<file path="config.mk">
export PLATFORM = sky130hd
export DESIGN_NAME = tx_scheduler
export DESIGN_NICKNAME = d
export VERILOG_FILES = /design/src/rtl/tx_scheduler.sv
export SDC_FILE = /design/constraint.sdc
export NUM_CORES = 1
export LEC_CHECK = 0
export CAP_MARGIN = 10
export CORE_ASPECT_RATIO = 0.75
export CORE_MARGIN = 10
export CORE_UTILIZATION = 48
export CTS_CLUSTER_SIZE = 20
export DETAILED_ROUTE_END_ITERATION = 16
export PLACE_DENSITY_LB_ADDON = 0.3
export SLEW_MARGIN = 20
export SYNTH_ARGS = -nofsm -noshare
export SYNTH_HDL_FRONTEND = slang
export SYNTH_SLANG_ARGS = --single-unit
</file>
<file path="constraint.sdc">
create_clock -name i_clk -period 5.7 [get_ports i_clk]
set_input_delay 1.14 -clock i_clk [delete_from_list [all_inputs] [get_ports i_clk]]
set_output_delay 1.14 -clock i_clk [all_outputs]
set_load 0.02 [all_outputs]
</file>
<file path="src/rtl/tx_scheduler.sv">
// rtl/tx_scheduler.sv - round-robin scheduler feeding 6-byte channel frames to the UART
module tx_scheduler #(
  parameter int         CH_NO   = 4,
  parameter logic [3:0] HDR_TAG = 4'hA
) (
  input  logic                  i_clk,
  input  logic                  i_rst,
  input  logic [CH_NO*32-1:0]   i_data,
  input  logic [CH_NO-1:0]      i_available,
  output logic [CH_NO-1:0]      o_read,
  output logic [7:0]            o_byte,
  output logic                  o_byte_valid,
  input  logic                  i_byte_ready,
  output logic                  o_busy,
  output logic [3:0]            o_grant,
  output logic [15:0]           o_frame_count
);

  typedef enum logic [1:0] {
    IDLE  = 2'd0,
    LATCH = 2'd1,
    SEND  = 2'd2
  } state_t;

  state_t      state;
  state_t      state_nx;
  logic [3:0]  ptr;
  logic [31:0] word;
  logic [2:0]  idx;
  logic [15:0] frame_cnt;

  logic             any_req;
  logic             hit_hi;
  logic             hit_lo;
  logic [3:0]       grant_hi;
  logic [3:0]       grant_lo;
  logic [3:0]       grant_c;
  logic [3:0]       ptr_nx;
  logic [CH_NO-1:0] grant_onehot;
  logic [31:0]      sel_word;
  logic [7:0]       hdr;
  logic [7:0]       csum;
  logic [7:0]       next_byte;
  logic             xfer;

  assign any_req       = |i_available;
  assign xfer          = o_byte_valid & i_byte_ready;
  assign o_frame_count = frame_cnt;

  // Rotating priority: lowest requester at or above ptr, else lowest overall (wrap).
  always_comb begin
    hit_hi   = 1'b0;
    hit_lo   = 1'b0;
    grant_hi = 4'd0;
    grant_lo = 4'd0;
    for (int k = CH_NO - 1; k >= 0; k--) begin
      if (i_available[k]) begin
        hit_lo   = 1'b1;
        grant_lo = 4'(k);
        if (k >= int'(ptr)) begin
          hit_hi   = 1'b1;
          grant_hi = 4'(k);
        end
      end
    end
    grant_c = hit_hi ? grant_hi : grant_lo;
    ptr_nx  = (grant_c == 4'(CH_NO - 1)) ? 4'd0 : grant_c + 4'd1;
  end

  always_comb begin
    grant_onehot = '0;
    sel_word     = 32'd0;
    for (int k = 0; k < CH_NO; k++) begin
      grant_onehot[k] = (grant_c == 4'(k));
      if (o_grant == 4'(k)) sel_word = i_data[32*k +: 32];
    end
  end

  assign hdr  = {HDR_TAG, o_grant};
  assign csum = hdr ^ word[31:24] ^ word[23:16] ^ word[15:8] ^ word[7:0];

  // Byte that follows the one currently presented at index idx.
  always_comb begin
    next_byte = csum;
    case (idx)
      3'd0:    next_byte = word[31:24];
      3'd1:    next_byte = word[23:16];
      3'd2:    next_byte = word[15:8];
      3'd3:    next_byte = word[7:0];
      default: next_byte = csum;
    endcase
  end

  always_ff @(posedge i_clk or posedge i_rst) begin
    if (i_rst) state <= IDLE;
    else       state <= state_nx;
  end

  always_comb begin
    state_nx = state;
    case (state)
      IDLE:    if (any_req) state_nx = LATCH;
      LATCH:   state_nx = SEND;
      SEND:    if (xfer && idx == 3'd5) state_nx = IDLE;
      default: state_nx = IDLE;
    endcase
  end

  always_ff @(posedge i_clk or posedge i_rst) begin
    if (i_rst) begin
      o_read       <= '0;
      o_byte       <= 8'd0;
      o_byte_valid <= 1'b0;
      o_busy       <= 1'b0;
      o_grant      <= 4'd0;
      frame_cnt    <= 16'd0;
      ptr          <= 4'd0;
      word         <= 32'd0;
      idx          <= 3'd0;
    end else begin
      o_read <= '0;
      case (state)
        IDLE: begin
          if (any_req) begin
            o_grant <= grant_c;
            ptr     <= ptr_nx;
            o_read  <= grant_onehot;
            o_busy  <= 1'b1;
          end
        end
        LATCH: begin
          word         <= sel_word;
          idx          <= 3'd0;
          o_byte       <= hdr;
          o_byte_valid <= 1'b1;
        end
        SEND: begin
          if (xfer) begin
            if (idx == 3'd5) begin
              o_byte_valid <= 1'b0;
              o_busy       <= 1'b0;
              frame_cnt    <= frame_cnt + 16'd1;
            end else begin
              idx    <= idx + 3'd1;
              o_byte <= next_byte;
            end
          end
        end
        default: ;
      endcase
    end
  end

endmodule

</file>
==> out/summary.md, run 1 <==
## Run status
- completed — status

## Finish
- 620 — number of fill cells
- 1780 µm² — sequential cell area
- 709 — Post-layout nets
- 11.3% — ratio of cells with drive above 1 in the final layout
- 0 — diode insertion count for antenna repair
- 47.2% — signed area change from the synthesized netlist to the final layout
- 2380 µm² — footprint of the multi-input gates

## Hold path
- reg -> reg — path type of the worst min-delay path

## Logic synthesis
- 106 x sky130_fd_sc_hd__nand2_1, 71 x sky130_fd_sc_hd__dfrtp_1, 32 x sky130_fd_sc_hd__mux4_2 — cell types with the highest counts after synthesis
- 409 — gate count after technology mapping
- sky130_fd_sc_hd__nand2_1 — most frequently used cell type in the post-synthesis netlist
- 100% — proportion of register bits with asynchronous set or reset after synthesis
- sky130_fd_sc_hd__dfrtp_1 41%, sky130_fd_sc_hd__mux4_2 17%, sky130_fd_sc_hd__nand2_1 9.2% — leading post-synthesis cells by cell area
- 54 — distinct cell type count of the synthesized netlist
- 10.6 µm² — Post-Syn Area per Cell
- 71 — total of flip-flops plus latches after synthesis
- 41.1% — fraction of the yosys area taken by sequential cells
- sky130_fd_sc_hd__dfrtp_1 — library cell with the largest summed area after synthesis
- sky130_fd_sc_hd__dfrtp_1 — Main synth FF type
- 4330 µm² — mapped cell area
- 0 — Post-synth EDFFs
- 0 — Yosys warning total
- 41.1% — share of Yosys cell area claimed by the top area cell type

## CTS
- 2 — Clock Tree Buf Depth
- 3 — number of levels in the clock H-tree
- 0 — Hold-fix buffers, CTS
- 0 — post-CTS setup-driven buffer insertion count
- 330 ps — clock network latency to the later pin of the worst-skew pair
- built — TritonCTS clock tree
- sky130_fd_sc_hd__clkbuf_16 — library cell used as clock root buffer
- 9 — CTS buffer count
- 71 — clock tree sinks
- 60 ps — Worst-path clk slew
- 0 — post-cts gate resize count

## Setup path
- o_byte[0] — Reg-to-Reg End
- 37 — crit-path max FO
- o_grant[0] — CP endpoint
- flop — crit path launch type
- state[0] — startpoint of the worst register-to-register path
- reg -> out — classification of the worst setup path
- output pin — kind of end point of the critical path
- 3460 ps — r2r setup slk
- 1930 ps — WP data arrival
- 4560 ps — CP required
- o_grant[0] — Worst Setup SP
- 5 — R2R cell count

## STA
- 3070 ps — Min Clock Period, post-route
- 46.7% — Max-slew headroom
- 326 MHz — fmax
- 0 ps — Final TNS setup
- 0 — final-report hold violation count
- 796 ps — worst slew pin tran
- 0 — Final Max Slew Viols
- 5.51 ps — maximum clock skew at final layout
- 53.9% — final worst-path cycle share
- 0 — Final setup viols
- no — unrepaired setup endpoints after global routing
- 2630 ps — min setup slack post-route

## Power and ir drop
- 29.4% — sequential share of power
- 0.00274 µW — leakage power
- 0.228 mV — IR drop worst, VDD
- 1850 µW — internal power
- 1110 µW — switching power total
- 21.6% — clock network power share
- 49.1% — combinational share of power
- 463 nW/µm² — Pwr per Cell Area
- 37.5% — switching portion of total power

## Floorplan
- 50.1% — starting density of the core
- 130 µm — die width
- 13,300 µm² — Die Area
- 8640 µm² — area of the core
- 29 — standard-cell row count
- 169 — top-level port count
- 102 µm — Die Span Y

## Routing
- 3,764 — total vias in the final route
- 233 — DRT iter0 DRCs
- 6 — DRT Pass-1 Iters
- 0 — ANT nets after route
- 0 — DRC violation count after routing
- 5.57 — mean number of vias per cell
- 12,600 µm — aggregate routed wire length
- 18.6 µm — routed length per placed instance

## Job
- 0 — max-cap violations

## Place
- 0.822 — placer's final routability congestion estimate
- 2540 ps — post-placement worst setup slack
- 166 — count of buffers inserted at the top-level ports
- 9730 µm — HPWL Detailed

## GRT
- 0 — total congestion overflow
- 0 — number of antenna violations at the first check in global routing
- 4,074 — number of global-route vias before repair
- 55 — pin count of the biggest net entering global routing
- 19.3% — all-layer global routing usage
- 20,200 µm — global-route wire length before repair

[worst max-delay path: stages (launching register included)]
cell and delay, ps:
sky130_fd_sc_hd__dfrtp_2 330, sky130_fd_sc_hd__buf_4 520, sky130_fd_sc_hd__clkdlybuf4s50_1 730
[sequential cells by signal, indices dropped and copies added (netlist names)]
signal,cells
idx,3
o_busy,1
state,2
o_grant,2
ptr,2
o_byte_valid,1
o_frame_count,16
o_read,4
o_byte,8
word,32
[per-layer routing]
metal / track usage, % / part of all wire, % / vias to the layer above
li1: - / - / 1754
met4: 5.86 / 1.5 / 0
met5: 0 / 0 / -
met3: 8.38 / 10 / 16
met1: 21.4 / 37 / 1834
met2: 33.2 / 51 / 160
[power groups by stage]
stage,Clock [µW],Combinational [µW],Sequential [µW]
after floorplan,0,1050,858
after global placement,0,1400,856
after detailed placement,0,1440,866
after CTS,644,1470,862
after global routing,663,1610,885
final,636,1450,867
[layout by cell type, fill, tap and decap left out, drive strengths merged, types with 4 or more instances in the layout]
cell	count
a21oi	4
a221oi	7
a222oi	6
and2	6
buf	5
clkbuf	10
clkdlybuf4s50	166
dfrtp	71
ha	10
inv	13
mux4	32
nand2	106
nand2b	4
nand3	8
nor2	16
nor3	10
o21ai	12
xnor2	20
xor2	19
[how the worst min path moves through the flow]
stage,slack (ps),to,cells past startpoint,start
global route,510,o_frame_count[15],1,o_frame_count[15]
detailed placement,470,o_frame_count[15],1,o_frame_count[15]
global placement,460,o_frame_count[15],1,o_frame_count[15]
floorplan,470,word[1],2,word[1]
CTS,480,o_frame_count[15],1,o_frame_count[15]
finish,480,o_frame_count[15],1,o_frame_count[15]
[logic make-up after synthesis]
| group | synth area share [%] |
|---|---|
| buffers and inverters | 4.31 |
| DFF | 41.1 |
| other | 0.0866 |
| and+or+nand+nor | 17.4 |
| muxes | 17.7 |
| AOI/OAI and AO/OA | 8.15 |
| adders and majority gates | 2.89 |
| xor gates and xnor gates | 8.41 |
[final cells by class]
| cell class | count | area share [%] |
|---|---|---|
| well taps | 108 | 2.12 |
| clock buffers | 10 | 3.60 |
| flip-flops and latches | 71 | 27.9 |
| multi-input cells | 299 | 37.3 |
| clock inverters | 5 | 1.67 |
| inverters | 12 | 0.707 |
| repair buffers | 171 | 26.7 |
[per-stage QoR]
stage	total power (µW)	hold WS, ps	cells	util (%)	instance area, µm²
6_report	2950	476	676	73.7	6370
3_3_place_gp	2250	458	661	69.8	6030
2_1_floorplan	1910	470	410	-	4330
3_5_place_dp	2310	472	661	69.8	6030
4_1_cts	2970	484	676	73.7	6360
5_1_grt	3150	508	676	73.7	6370
(Power assumes the default switching activity.)
==> run 2: changes to the inputs <==
--- a/config.mk
+++ b/config.mk
@@ -8,7 +8,7 @@
 export CAP_MARGIN = 10
 export CORE_ASPECT_RATIO = 0.75
 export CORE_MARGIN = 10
-export CORE_UTILIZATION = 48
+export CORE_UTILIZATION = 40
 export CTS_CLUSTER_SIZE = 20
 export DETAILED_ROUTE_END_ITERATION = 16
 export PLACE_DENSITY_LB_ADDON = 0.3
==> constraint.sdc (replaced) <==
create_clock -name i_clk -period 2.8 [get_ports i_clk]
set_input_delay 0.56 -clock i_clk [delete_from_list [all_inputs] [get_ports i_clk]]
set_output_delay 0.56 -clock i_clk [all_outputs]
set_load 0.02 [all_outputs]
==> run 2 against run 1 <==
- via count down 2.2%
- worst hold slack worse by 7.8 ps
- clock-buffer cell count up 3
- sequential power up 110%
- global-route usage down 3.2 points
- first-iteration DRC count down 14%
- clock power up 95%
- largest cell class unchanged
- highest routed layer unchanged
==> out/summary.md, run 2 (synthesized netlist as in run 1, its figures left out) <==
## Floorplan
- 15,400 µm² — Die Area, was 13,300 µm²
- 10,400 µm² — area of the core, was 8640 µm²
- 41.6% — starting density of the core, was 50.1%
- 32 — standard-cell row count, was 29
- 110 µm — Die Span Y, was 102 µm
- 169 — top-level port count, unchanged
- 140 µm — die width, was 130 µm

## Finish
- 61.6% — post-layout util, was 73.7%
- sky130_fd_sc_hd__clkdlybuf4s50_1 — most common cell after layout, fill and taps aside, unchanged
- 48.2% — signed area change from the synthesized netlist to the final layout, was 47.2%
- 1780 µm² — sequential cell area, unchanged
- 0 — diode insertion count for antenna repair, unchanged
- word — register with the highest flop count, unchanged
- 166 x sky130_fd_sc_hd__clkdlybuf4s50_1, 106 x sky130_fd_sc_hd__nand2_1, 70 x sky130_fd_sc_hd__dfrtp_1, 32 x sky130_fd_sc_hd__mux4_2, 20 x sky130_fd_sc_hd__xnor2_1 — top library cells by usage in the layout, fill and taps aside, unchanged
- 710 — Post-layout nets, was 709
- 2380 µm² — footprint of the multi-input gates, unchanged
- 870 — number of fill cells, was 620
- 11.2% — ratio of cells with drive above 1 in the final layout, was 11.3%
- 32 — number of flip-flops under the largest register name, unchanged

## Setup path
- 15 — crit-path max FO, was 37
- 700 ps — r2r setup slk, was 3460 ps
- 1680 ps — WP data arrival, was 1930 ps
- 2240 ps — CP required, was 4560 ps
- clkdlybuf4s50_1 — cells along the critical path, was buf_4, clkdlybuf4s50_1
- buffers and inverters — delay-heaviest family, CP, unchanged
- flop — crit path launch type, unchanged
- sky130_fd_sc_hd__clkdlybuf4s50_1 — CP max-delay cell, unchanged
- 1 — number of buffer and inverter stages on the critical path, was 2
- reg -> out — classification of the worst setup path, unchanged
- output pin — kind of end point of the critical path, unchanged
- 700 ps — Worst path max stage delay, was 730 ps

## GRT
- 4,064 — number of global-route vias before repair, was 4,074
- 16.1% — all-layer global routing usage, was 19.3%
- 20,200 µm — global-route wire length before repair, about the same
- 0 — number of antenna violations at the first check in global routing, unchanged
- met2 — gr busiest metal, unchanged
- 0 — total congestion overflow, unchanged
- 18.0% — met1 Track Usage GR, was 21.4%
- 41 — pin count of the biggest net entering global routing, was 55
- 27.4% — met2 Use GR, was 33.2%
- 7.31% — met3 capacity usage during global routing, was 8.38%

## STA
- 2240 ps — Min Clock Period, post-route
- 4.60 ps — maximum clock skew at final layout, was 5.51 ps
- 0 ps — Final TNS setup, unchanged
- 725 ps — worst slew pin tran, was 796 ps
- 79.8% — final worst-path cycle share
- 447 MHz — fmax
- 51.6% — Max-slew headroom, was 46.7%
- 0 — final-report hold violation count, unchanged
- no — unrepaired setup endpoints after global routing, unchanged
- 0 — Final Max Slew Viols, unchanged
- 0 — Final setup viols, unchanged

## CTS
- 330 ps — clock network latency to the later pin of the worst-skew pair, about the same
- 3 — number of levels in the clock H-tree, unchanged
- sky130_fd_sc_hd__clkbuf_16 — library cell used as clock root buffer, unchanged
- 0 — post-cts gate resize count, unchanged
- built — TritonCTS clock tree, unchanged
- 71 — clock tree sinks, unchanged
- 0 — post-CTS setup-driven buffer insertion count, unchanged
- 60 ps — Worst-path clk slew, about the same
- 0 — Hold-fix buffers, CTS, unchanged
- 9 — CTS buffer count, unchanged
- 2 — Clock Tree Buf Depth, unchanged

## Routing
- 12,400 µm — aggregate routed wire length, was 12,600 µm
- 0 — ANT nets after route, unchanged
- 5.21 — mean number of vias per cell, was 5.57
- 4 — DRT Pass-1 Iters, was 6
- 17.5 µm — routed length per placed instance, was 18.6 µm
- 3,681 — total vias in the final route, was 3,764
- 200 — DRT iter0 DRCs, was 233
- 0 — DRC violation count after routing, unchanged

## Power and ir drop
- 0.00275 µW — leakage power, was 0.00274 µW
- 0.408 mV — IR drop worst, VDD, was 0.228 mV
- 923 nW/µm² — Pwr per Cell Area, was 463 nW/µm²

## Place
- 9730 µm — HPWL Detailed, about the same
- 166 — count of buffers inserted at the top-level ports, unchanged
- 0.836 — placer's final routability congestion estimate, was 0.822

## Hold path
- reg -> reg — path type of the worst min-delay path, unchanged

## Job
- 0 — max-cap violations, unchanged

## Run status
- completed — status, unchanged

[run 2: per-stage QoR]
step | std cells | cell area, µm² | setup WS [ps] | power, µW | hold slack, ps
global placement | 690 | 6090 | 648 | 4630 | 459
global route | 706 | 6410 | 463 | 6380 | 497
CTS | 706 | 6410 | 508 | 5980 | 471
floorplan | 410 | 4330 | 443 | 3890 | 470
detailed placement | 690 | 6090 | 501 | 4730 | 464
finish | 706 | 6410 | 564 | 5920 | 468
[run 2: worst paths after layout]
path,from,end,cells after the start
setup / recovery,o_grant[0],o_grant[0],1
hold / removal,o_frame_count[15],o_frame_count[15],1
setup reg to reg,idx[1],o_byte[0],6
hold reg to reg,o_frame_count[15],o_frame_count[15],1
max in group asynchronous,i_rst,word[6],3
min in group asynchronous,i_rst,o_frame_count[14],2
[run 2: per-layer routing]
layer	part of all wire (%)	vias up
met5	0	-
met4	1.4	0
met3	9.6	13
met2	50	137
met1	39	1779
li1	-	1752
[run 2: layout make-up]
type	count	share of cell area, %
Timing Repair Buffer	172	26.8
Sequential cell	71	27.7
Clock inverter	3	1.01
Clock buffer	13	4.06
Inverter	12	0.702
Tap cell	136	2.65
Multi-Input combinational cell	299	37.0
[run 2: power by group]
part / total, µW / internal (µW) / switching, µW
Sequential: 1800 / 1390 / 408
Clock: 1240 / 827 / 411
Combinational: 2880 / 1510 / 1370
Total: 5920 / 3730 / 2190
==> run 3: changes to the inputs <==
==> constraint.sdc (replaced) <==
create_clock -name i_clk -period 2 [get_ports i_clk]
set_input_delay 0.4 -clock i_clk [delete_from_list [all_inputs] [get_ports i_clk]]
set_output_delay 0.4 -clock i_clk [all_outputs]
set_load 0.02 [all_outputs]
==> run 3 against run 2 <==
- critical path depth is 5 higher
- non-clock buffer count is 12 higher
- combinational power is 50% higher
- utilization is 1.3 points higher
- worst hold slack better by 0.77 ps
- global-route usage is 0.15 points lower
- clock power is 34% higher
- final area is 2.1% higher
- via count is 1.4% higher
- clock-buffer cell count is 2 lower
- critical path type is now reg -> reg
- largest power group unchanged
==> out/summary.md, run 3 (synthesized netlist as in run 1, its figures left out) <==
## Routing
- 5 — DRT Pass-1 Iters, was 4
- 12,600 µm — aggregate routed wire length, was 12,400 µm
- 5.21 — mean number of vias per cell, about the same
- 0 — DRC violation count after routing, unchanged
- 17.5 µm — routed length per placed instance, about the same
- 169 — DRT iter0 DRCs, was 200
- 3,732 — total vias in the final route, was 3,681
- 0 — ANT nets after route, unchanged

## CTS
- 0 — post-CTS setup-driven buffer insertion count, unchanged
- 3 — number of levels in the clock H-tree, unchanged
- 2 — Clock Tree Buf Depth, unchanged
- 71 — clock tree sinks, unchanged
- 330 ps — clock network latency to the later pin of the worst-skew pair, about the same
- built — TritonCTS clock tree, unchanged
- sky130_fd_sc_hd__clkbuf_16 — library cell used as clock root buffer, unchanged
- 0 — Hold-fix buffers, CTS, unchanged
- 50 ps — Worst-path clk slew, was 60 ps
- 9 — CTS buffer count, unchanged

## Floorplan
- 41.6% — starting density of the core, unchanged
- 140 µm — die width, unchanged
- 110 µm — Die Span Y, unchanged
- 32 — standard-cell row count, unchanged
- 10,400 µm² — area of the core, unchanged
- 15,400 µm² — Die Area, unchanged
- 169 — top-level port count, unchanged

## Finish
- 722 — Post-layout nets, was 710
- 62.9% — post-layout util, was 61.6%
- sky130_fd_sc_hd__clkdlybuf4s50_1 — most common cell after layout, fill and taps aside, unchanged
- 32 — number of flip-flops under the largest register name, unchanged
- 0 — diode insertion count for antenna repair, unchanged
- 717 — non-filler instance count after layout, was 706
- word — register with the highest flop count, unchanged
- 166 x sky130_fd_sc_hd__clkdlybuf4s50_1, 106 x sky130_fd_sc_hd__nand2_1, 70 x sky130_fd_sc_hd__dfrtp_1, 32 x sky130_fd_sc_hd__mux4_2, 20 x sky130_fd_sc_hd__xnor2_1 — top library cells by usage in the layout, fill and taps aside, unchanged
- 13.8% — ratio of cells with drive above 1 in the final layout, was 11.2%
- 51.3% — signed area change from the synthesized netlist to the final layout, was 48.2%

## GRT
- 16.6% — met1 Track Usage GR, was 18.0%
- 0 — total congestion overflow, unchanged
- 4,129 — number of global-route vias before repair, was 4,064
- 0 — number of antenna violations at the first check in global routing, unchanged
- 20,000 µm — global-route wire length before repair, was 20,200 µm
- met2 — gr busiest metal, unchanged
- 72 — pin count of the biggest net entering global routing, was 41
- 28.4% — met2 Use GR, was 27.4%
- 8.03% — met3 capacity usage during global routing, was 7.31%
- 15.9% — all-layer global routing usage, was 16.1%

## STA
- 638 ps — worst slew pin tran, was 725 ps
- 87.9 ps — min setup slack post-route, was 564 ps
- 523 MHz — fmax
- 0 — final-report hold violation count, unchanged
- 95.6% — final worst-path cycle share
- 0 ps — Final TNS setup, unchanged
- 57.3% — Max-slew headroom, was 51.6%
- 6.78 ps — maximum clock skew at final layout, was 4.60 ps
- 1910 ps — Min Clock Period, post-route
- 0 — Final Max Slew Viols, unchanged
- 0 — Final setup viols, unchanged

## Job
- 0 — max-cap violations, unchanged

## Setup path
- 2140 ps — WP data arrival, was 1680 ps
- 8 — crit-path max FO, was 15
- reg -> reg — classification of the worst setup path, was reg -> out
- idx[0] — startpoint of the worst register-to-register path, was idx[1]
- flop — kind of end point of the critical path, was output pin
- flop — crit path launch type, unchanged
- idx[0] — Worst Setup SP, was o_grant[0]
- 2230 ps — CP required, was 2240 ps

## Place
- 9940 µm — HPWL Detailed, was 9730 µm
- 166 — count of buffers inserted at the top-level ports, unchanged
- 0.834 — placer's final routability congestion estimate, was 0.836
- 702 — placed insts, was 690
- -370 ps — post-placement worst setup slack, was 501 ps

## Power and ir drop
- 8440 µW — post-route total power, was 5920 µW
- 1290 nW/µm² — Pwr per Cell Area, was 923 nW/µm²
- 0.00281 µW — leakage power, was 0.00275 µW
- 0.529 mV — IR drop worst, VDD, was 0.408 mV

## Run status
- completed — status, unchanged

## Hold path
- reg -> reg — path type of the worst min-delay path, unchanged
- o_frame_count[15] — origin of the worst min-delay path, unchanged

==> run 3: cell count changes in the layout (fill, tap and decap cells not counted), moves of 2 or more <==
cell / previous run / this run
sky130_fd_sc_hd__buf_12: 1 / 3
sky130_fd_sc_hd__buf_4: 5 / 15
sky130_fd_sc_hd__ha_1: 10 / 8
sky130_fd_sc_hd__ha_4: 0 / 2
==> run 3: path summary, 6_finish.rpt <==
| kind | slack [ps] | endpoint | depth (start not counted) |
|---|---|---|---|
| setup reg to reg | 90 | o_byte[0] | 6 |
| min in group asynchronous | 540 | o_read[2] | 3 |
| setup / recovery | 90 | o_byte[0] | 6 |
| max in group asynchronous | 1170 | o_grant[0] | 3 |
| hold / removal | 470 | o_frame_count[15] | 1 |
| hold reg to reg | 470 | o_frame_count[15] | 1 |
==> run 3: layout make-up <==
cell class | instances | area [µm²]
fillers | 884 | 3860
clock inverters | 4 | 70.1
flip-flops and latches | 71 | 1780
well taps | 136 | 170
multi-input cells | 299 | 2410
clock buffers | 11 | 243
repair buffers | 184 | 1830
inverters | 12 | 48.8
==> run 3: through the flow <==
stage,hold slack (ps),cell area [µm²]
after floorplan,470,4340
after global placement,461,6200
after detailed placement,458,6200
after CTS,469,6530
after global routing,510,6550
final,469,6550
==> run 3: critical path, stage by stage, from the launching register on <==
cell	delay (ps)
sky130_fd_sc_hd__dfrtp_1	420
sky130_fd_sc_hd__inv_1	140
sky130_fd_sc_hd__ha_4	210
sky130_fd_sc_hd__or3_1	420
sky130_fd_sc_hd__a21oi_4	280
sky130_fd_sc_hd__o311ai_0	210
sky130_fd_sc_hd__o32ai_1	130
==> run 3: layer usage <==
metal | share of wire (%) | wire length (µm)
met3 | 10 | 1290
met1 | 37 | 4590
met2 | 52 | 6490
met5 | 0 | 0
met4 | 1.5 | 183
==> run 3: repair_timing <==
item / in CTS / in global routing
resized for setup: 3 / 3
endpoints found under the setup margin: 3 / 1
pin swaps: 0 / 1
endpoints found under the hold margin: 0 / 0
==> run 3: power by group <==
| part | internal (µW) | switching (µW) |
|---|---|---|
| clock | 1110 | 546 |
| sequential | 1950 | 507 |
| combinational | 2280 | 2040 |
| total | 5340 | 3100 |
